File: config.mk
export PLATFORM = sky130hd
export DESIGN_NAME = id_ex_operand_stage
export DESIGN_NICKNAME = d
export VERILOG_FILES = /design/src/rtl/id_ex_operand_stage.sv
export SDC_FILE = /design/constraint.sdc
export NUM_CORES = 1
export LEC_CHECK = 0
export ABC_AREA = 1
export CAP_MARGIN = 30
export CORE_AREA = 3 3 132 134
export CTS_BUF_LIST = sky130_fd_sc_hd__clkbuf_4
export CTS_CLUSTER_SIZE = 24
export DETAILED_ROUTE_END_ITERATION = 8
export DIE_AREA = 0 0 135 137
export DONT_BUFFER_PORTS = 1
export HOLD_SLACK_MARGIN = 0.12
export SLEW_MARGIN = 20
export SYNTH_ARGS = -nofsm -noshare
export SYNTH_HDL_FRONTEND = slang
export SYNTH_SLANG_ARGS = --single-unit
File: constraint.sdc
create_clock -name clk -period 5.6 [get_ports clk]
set_input_delay 0.56 -clock clk [delete_from_list [all_inputs] [get_ports clk]]
set_output_delay 0.56 -clock clk [all_outputs]
set_load 0.005 [all_outputs]
File: src/rtl/id_ex_operand_stage.sv
// id_ex_operand_stage: ID/EX pipeline register with EX/MEM operand forwarding,
// load-use bubble insertion and a saturating load-use stall counter.
module id_ex_operand_stage #(
  parameter int CTRL_W = 16,
  parameter int CNT_W  = 16
) (
  input  logic              clk,
  input  logic              rst,
  input  logic              ena,
  input  logic              id_valid,
  input  logic [4:0]        id_rsc,
  input  logic [4:0]        id_rtc,
  input  logic              id_use_rs,
  input  logic              id_use_rt,
  input  logic [4:0]        id_dest,
  input  logic              id_rf_w,
  input  logic              id_mem_rd,
  input  logic [CTRL_W-1:0] id_ctrl,
  input  logic [31:0]       id_imm,
  input  logic [31:0]       rf_rs,
  input  logic [31:0]       rf_rt,
  input  logic [31:0]       ex_result,
  input  logic              mem_valid,
  input  logic [4:0]        mem_dest,
  input  logic              mem_rf_w,
  input  logic [31:0]       mem_result,
  input  logic              ex_busy,
  input  logic              flush,
  output logic              stall_id,
  output logic              ex_valid,
  output logic [31:0]       ex_rs,
  output logic [31:0]       ex_rt,
  output logic [31:0]       ex_imm,
  output logic [4:0]        ex_dest,
  output logic              ex_rf_w,
  output logic              ex_mem_rd,
  output logic [CTRL_W-1:0] ex_ctrl,
  output logic [CNT_W-1:0]  lu_stall_cnt
);
  logic              r_valid, r_rf_w, r_mem_rd;
  logic [31:0]       r_rs, r_rt, r_imm;
  logic [4:0]        r_dest;
  logic [CTRL_W-1:0] r_ctrl;
  logic [CNT_W-1:0]  r_cnt;
  logic              w_ex_rs, w_ex_rt, w_mem_rs, w_mem_rt, w_load_use;
  logic [31:0]       w_fwd_rs, w_fwd_rt;
  // A zero destination never matches, so $0 neither forwards nor stalls.
  assign w_ex_rs  = r_valid & r_rf_w & (r_dest != 5'd0) & (r_dest == id_rsc) & id_use_rs;
  assign w_ex_rt  = r_valid & r_rf_w & (r_dest != 5'd0) & (r_dest == id_rtc) & id_use_rt;
  assign w_mem_rs = mem_valid & mem_rf_w & (mem_dest != 5'd0) & (mem_dest == id_rsc) & id_use_rs;
  assign w_mem_rt = mem_valid & mem_rf_w & (mem_dest != 5'd0) & (mem_dest == id_rtc) & id_use_rt;
  assign w_fwd_rs = (w_ex_rs & ~r_mem_rd) ? ex_result : w_mem_rs ? mem_result : rf_rs;
  assign w_fwd_rt = (w_ex_rt & ~r_mem_rd) ? ex_result : w_mem_rt ? mem_result : rf_rt;
  assign w_load_use = id_valid & (w_ex_rs | w_ex_rt) & r_mem_rd;
  assign stall_id   = ena & ~flush & (ex_busy | w_load_use);
  always_ff @(posedge clk or posedge rst) begin
    if (rst) begin
      r_valid  <= 1'b0;
      r_rf_w   <= 1'b0;
      r_mem_rd <= 1'b0;
      r_rs     <= '0;
      r_rt     <= '0;
      r_imm    <= '0;
      r_dest   <= '0;
      r_ctrl   <= '0;
      r_cnt    <= '0;
    end else if (ena) begin
      if (flush) begin
        r_valid  <= 1'b0;
        r_rf_w   <= 1'b0;
        r_mem_rd <= 1'b0;
      end else if (!ex_busy && w_load_use) begin
        r_valid  <= 1'b0;
        r_rf_w   <= 1'b0;
        r_mem_rd <= 1'b0;
        r_cnt    <= (&r_cnt) ? r_cnt : r_cnt + 1'b1;
      end else if (!ex_busy) begin
        r_valid  <= id_valid;
        r_rf_w   <= id_rf_w;
        r_mem_rd <= id_mem_rd;
        r_rs     <= w_fwd_rs;
        r_rt     <= w_fwd_rt;
        r_imm    <= id_imm;
        r_dest   <= id_dest;
        r_ctrl   <= id_ctrl;
      end
    end
  end
  assign ex_valid     = r_valid;
  assign ex_rf_w      = r_rf_w;
  assign ex_mem_rd    = r_mem_rd;
  assign ex_rs        = r_rs;
  assign ex_rt        = r_rt;
  assign ex_imm       = r_imm;
  assign ex_dest      = r_dest;
  assign ex_ctrl      = r_ctrl;
  assign lu_stall_cnt = r_cnt;
endmodule

== Word level (Yosys, flattened, before mapping) ==
Cells that the tools add are included.

* Word-level logic and storage cells: 61
* Memory bits (read-only): 0
* RAM bits: 0
* Memories: 0
* Register bits after elaboration: 136
* Output and inout bits: 137
* Bits of input ports: 208
* Latch bits: 0

* Shift-type cells: 0
* Eq/ne operators: 5
* Muxes and demuxes: 13
* Order comparisons: 0
* Multiply operators: 0
* Bitwise operators: 25
* Div/mod/pow operators: 0
* Add/subtract/negate cells: 1
* Reductions and logical operators: 8

{| class="wikitable"
|+ Operators with widths
! operator !! number
|-
| $mux 32 || 4
|-
| $eq 5x5->1 || 4
|-
| $and 1x1->1 || 18
|-
| $add 16x1->16 const B || 1
|-
| $reduce_and 16->1 || 1
|-
| $reduce_bool 5->1 || 2
|-
| $mux 1 || 9
|-
| $reduce_and 4->1 || 2
|-
| $not 1->1 || 5
|-
| $ne 3x1->1 const B || 1
|-
| $or 1x1->1 || 2
|-
| $reduce_and 2->1 || 1
|-
| $logic_and 1x1->1 || 1
|-
| $logic_not 1->1 || 1
|}

== Depth between registers and ports, before layout ==
* Depth in word-level cells: 10
* Depth in mapped cells: 14
* Mapped depth without buffers: 12

== Worst setup path after synthesis ==
Ideal clock, no wire load.

* Path kind: input to output
* Start point: in id_rsc[1]
* End point: out stall_id
* Arrival: 1368 ps
* Stages: 8
* Path buffers: 0
* Data required time: 5040 ps
* Path slack: 3672 ps
* Cell sequence: inv_1 > nand2_1 > o21ai_1 > nor2_2 > nand3_1 > nand2_2 > nand2_2 > a21oi_1

* Cells in the longest elaborated chain, start to end: 8

{| class="wikitable"
|+ RTL lines
! item !! RTL line !! source
|-
| start: declaration || 11 || <nowiki>input logic [4:0] id_rsc,</nowiki>
|-
| $eq 5x5->1 || 48 || <nowiki>assign w_ex_rs = r_valid & r_rf_w & (r_dest != 5'd0) & (r_dest == id_rsc) & id_use_rs;</nowiki>
|-
| $and 1x1->1 (2 in a row) || 48 ||
|-
| $or 1x1->1 || 54 || <nowiki>assign w_load_use = id_valid & (w_ex_rs | w_ex_rt) & r_mem_rd;</nowiki>
|-
| $and 1x1->1 (2 in a row) || 54 ||
|-
| $or 1x1->1 || 55 || <nowiki>assign stall_id = ena & ~flush & (ex_busy | w_load_use);</nowiki>
|-
| $and 1x1->1 || 55 ||
|-
| end: declaration || 29 || <nowiki>output logic stall_id,</nowiki>
|}

No other way between the ends.

== Worst setup path in the final report ==
* Start point: reg r_dest[2], in the netlist ex_dest[2]
* End point: reg r_imm[28], in the netlist ex_imm[28]

* Cells in the longest elaborated chain, start to end: 10
* Elaborated cells between the ends (all ways): 14
* Classes of those cells: eq/ne (2); bitwise (9); reduce/logical (3)

{| class="wikitable"
|+ RTL lines
! item !! RTL line !! source
|-
| start: declaration || 42 || <nowiki>logic [4:0] r_dest;</nowiki>
|-
| start signal: assignment || 84 || <nowiki>r_dest <= id_dest;</nowiki>
|-
| $reduce_bool 5->1 || 48, 49 ||
|-
| $and 1x1->1 || 48, 49 ||
|-
| $and 1x1->1 (on tied branches) (2 in a row) || 48, 49 ||
|-
| $or 1x1->1 (*) || 54 ||
|-
| $and 1x1->1 (*) (2 in a row) || 54 ||
|-
| $logic_and 1x1->1 (*) || 72 || <nowiki>end else if (!ex_busy && w_load_use) begin</nowiki>
|-
| $not 1->1 (no source line) (*) || -- ||
|-
| $reduce_and 4->1 (no source line) (*) || -- ||
|-
| end signal: assignment || 83 || <nowiki>r_imm <= id_imm;</nowiki>
|-
| end: declaration || 41 || <nowiki>logic [31:0] r_rs, r_rt, r_imm;</nowiki>
|}

Mark *: on every way between the ends. The rest lies on a longest branch, timed or not.
A chain may end at the register's enable or synchronous reset.

==> results.json <==
{
  "status": "completed",
  "fmax_mhz": 295,
  "first_global_vias": 7491,
  "syn_inst": 1204,
  "yosysUniqueCellTypes": 26,
  "drt_wl_total_um": 27300,
  "rows": 47,
  "final_area_um2": 8980,
  "final.period_utilization_pct": 60.6,
  "p_seq_share_pct": 53.5,
  "clkTransAtPathRegs_ns": 0.15,
  "clockBufferDepth": 2,
  "drtIter0Drc": 477,
  "cts_tree": "done",
  "fill_cells": 1624,
  "startpoint_type": "flop",
  "setup_slack_ns": 2.21,
  "yosys_warnings": 0,
  "die-area_um2": 18500,
  "ir_drop_uv": 124,
  "critPathArrivalTime_ns": 3.89,
  "comb_power_share_pct": 16.1,
  "die_h_um": 137,
  "cap_violations": 0,
  "yosysTopAreaCellShare_pct": 42.9,
  "ys_seq_area_share_pct": 42.9,
  "grt_max_degree": 92,
  "grt_overflow_total": 0,
  "cts_resized": 0,
  "area.growth.synth_to_final_pct": 13.1,
  "grtUsageTotal_pct": 28.7,
  "internal-power_mw": 1.56,
  "postCtsHoldBufs": 57,
  "hp-class": "in -> reg",
  "p_switching_uw": 787,
  "post-route-drc-count": 0,
  "rsz0062_at_grt": "no",
  "antenna_found_initial": 1,
  "gp_congestion": 0.922,
  "syn_area_per_cell_um2": 6.59,
  "clockPowerShare_pct": 30.4,
  "worst_pin_slew_ns": 0.923,
  "chipWidth_um": 135,
  "yosys.area.top_type": "dfrtp_1",
  "fin_crit_ns": 3.39,
  "clock_latency_ns": 0.56,
  "avgRoutedWirePerCell_um": 18.7,
  "end_kind": "flop",
  "postCtsSetupBuffers": 0,
  "multi_input_area_um2": 3700,
  "slew_headroom_pct": 38.5,
  "syn-cell-area_um2": 7940,
  "critical_path.slowest_cell": "buf_4",
  "hold_violations": 0,
  "report.final.slew_viol_count": 0,
  "required_ns": 6.09,
  "post-place-ws_ns": 2.23,
  "power.total_mw": 2.35,
  "hpwl_um": 18800,
  "fin_util_pct": 54.7,
  "yosys_register_bits": 136,
  "htree_num_levels": 4,
  "cp_top_family": "simple AND/OR/NAND/NOR gates",
  "crit_buf_inv": 1,
  "ys_top_cells_by_area": "dfrtp_1 43%, nand2_1 26%, nand3_1 9.1%",
  "critPathMaxStageDelay_ns": 0.75,
  "place_area_um2": 8100,
  "numCtsBuffers": 17,
  "cts.sinks": 136,
  "crit_type": "reg -> reg",
  "p_sw_share_pct": 33.5,
  "r2r_cells": 9,
  "num_vias": 7815,
  "crit_fanout": 84,
  "start_util_pct": 48.4,
  "cp_num_cells": 9,
  "p_leak_nw": 5.12,
  "viasPerCell": 5.35,
  "sequential_cell_area_um2": 3400,
  "port_buffers": 0,
  "cts_root_buf": "clkbuf_4",
  "grt_pass1_wl_um": 41500,
  "powerDensity_nw_per_um2": 262,
  "finalNetCount": 1436,
  "core_area_um2": 16400,
  "drive_above_1_share_pct": 5.08,
  "syn_nets": 1413,
  "ant_nets": 0,
  "firstDrtPassIters": 5,
  "ios": 345,
  "tns_ns": 0,
  "setup_violations": 0,
  "fin_skew_ns": 0.0259,
  "min_path_cells": 4,
  "path_cells": "xor2_1 -> nor2_4 -> nand3_1 -> nand2_2 -> nand2_2 -> nand3_4 -> buf_4 -> nand2_1 -> nand2_1"
}
Yosys cell counts:
cell / count
o21bai_1: 1
nor3_2: 2
o21ai_1: 4
nand2_2: 2
o21ai_0: 6
clkbuf_1: 48
xor2_1: 4
xnor2_1: 1
ha_1: 1
buf_6: 1
buf_2: 6
nand3b_1: 3
nand2_1: 560
nor2_2: 2
a21oi_1: 5
buf_4: 11
inv_2: 5
buf_1: 2
nor3_1: 3
dfrtp_1: 136
nor2_1: 34
nand3_1: 145
nand3_2: 1
nand4_1: 74
clkinv_1: 4
inv_1: 143
sequential cells by signal (all words and copies together) (netlist names):
register and count:
ex_imm 32, ex_rs 32, ex_rt 32, ex_ctrl 16, lu_stall_cnt 16, ex_dest 5, ex_mem_rd 1, ex_rf_w 1
ex_valid 1
layout make-up:
type | instances | share of cell area, %
diodes | 2 | 0.0557
clock buffers | 17 | 1.42
repair buffers | 72 | 7.89
flip-flops and latches | 136 | 37.9
inverters | 152 | 6.44
multi-input cells | 848 | 41.3
clock inverters | 14 | 1.95
well taps | 220 | 3.07
power by group through the flow:
stage                     registers, mW  clock network [mW]  logic (mW)
final                              1.26               0.714       0.379
after global routing               1.28               0.778       0.437
after CTS                          1.26               0.728       0.381
after detailed placement           1.28                   0       0.347
after global placement             1.28                   0       0.334
after floorplan                    1.22                   0       0.268
final timing paths:
check	slack [ns]	start	end
worst max-delay path	2.21	ex_dest[2]	ex_imm[28]
worst min-delay path	0.25	ex_result[21]	ex_rt[21]
worst max register to register	2.21	ex_dest[2]	ex_imm[28]
worst min register to register	0.52	ex_imm[22]	ex_imm[22]
max in group asynchronous	3.74	rst	ex_rs[19]
min in group asynchronous	0.60	rst	ex_imm[13]
placed cells by master (no fill, tap or decap), types with 2 or more instances in the layout:
| cell | n |
|---|---|
| a21oi_1 | 5 |
| buf_12 | 2 |
| buf_4 | 13 |
| bufinv_16 | 3 |
| clkbuf_4 | 17 |
| clkinv_1 | 5 |
| clkinv_4 | 4 |
| clkinvlp_4 | 2 |
| dfrtp_1 | 136 |
| diode_2 | 2 |
| dlygate4sd3_1 | 57 |
| inv_1 | 141 |
| inv_2 | 5 |
| inv_6 | 4 |
| nand2_1 | 560 |
| nand2_2 | 2 |
| nand3_1 | 145 |
| nand3b_1 | 3 |
| nand4_1 | 74 |
| nor2_1 | 32 |
| nor2_4 | 4 |
| nor3_2 | 2 |
| nor3_4 | 2 |
| o21ai_0 | 6 |
| o21ai_1 | 4 |
| xor2_1 | 4 |
per-layer routing:
metal	up-vias	routed length, um	GRT usage (%)
met5	-	0	0
met4	0	748	9.52
met3	47	2670	10.7
met2	364	13000	46.7
met1	3606	10900	35.5
li1	3798	-	-
cell families after synthesis:
logic type / after synthesis / synth area share [%]
buf+inv: 220 / 11.1
compound gates: 16 / 1.04
fa+ha+maj: 1 / 0.158
flops: 136 / 42.9
xor+xnor: 5 / 0.552
simple gates: 826 / 44.2
through the flow:
stage	instances	hold slack, ns
floorplan	1204	0.472
global placement	1370	0.489
detailed placement	1371	0.494
CTS	1459	0.212
global route	1461	0.213
finish	1461	0.250
worst register-to-register path, cell delays in order (launching register included):
cell and delay, ns:
dfrtp_1 0.51, xor2_1 0.23, nor2_4 0.66, nand3_1 0.20
nand2_2 0.20, nand2_2 0.10, nand3_4 0.31, buf_4 0.76
nand2_1 0.25, nand2_1 0.11
Power figures use the tool's default switching activity.
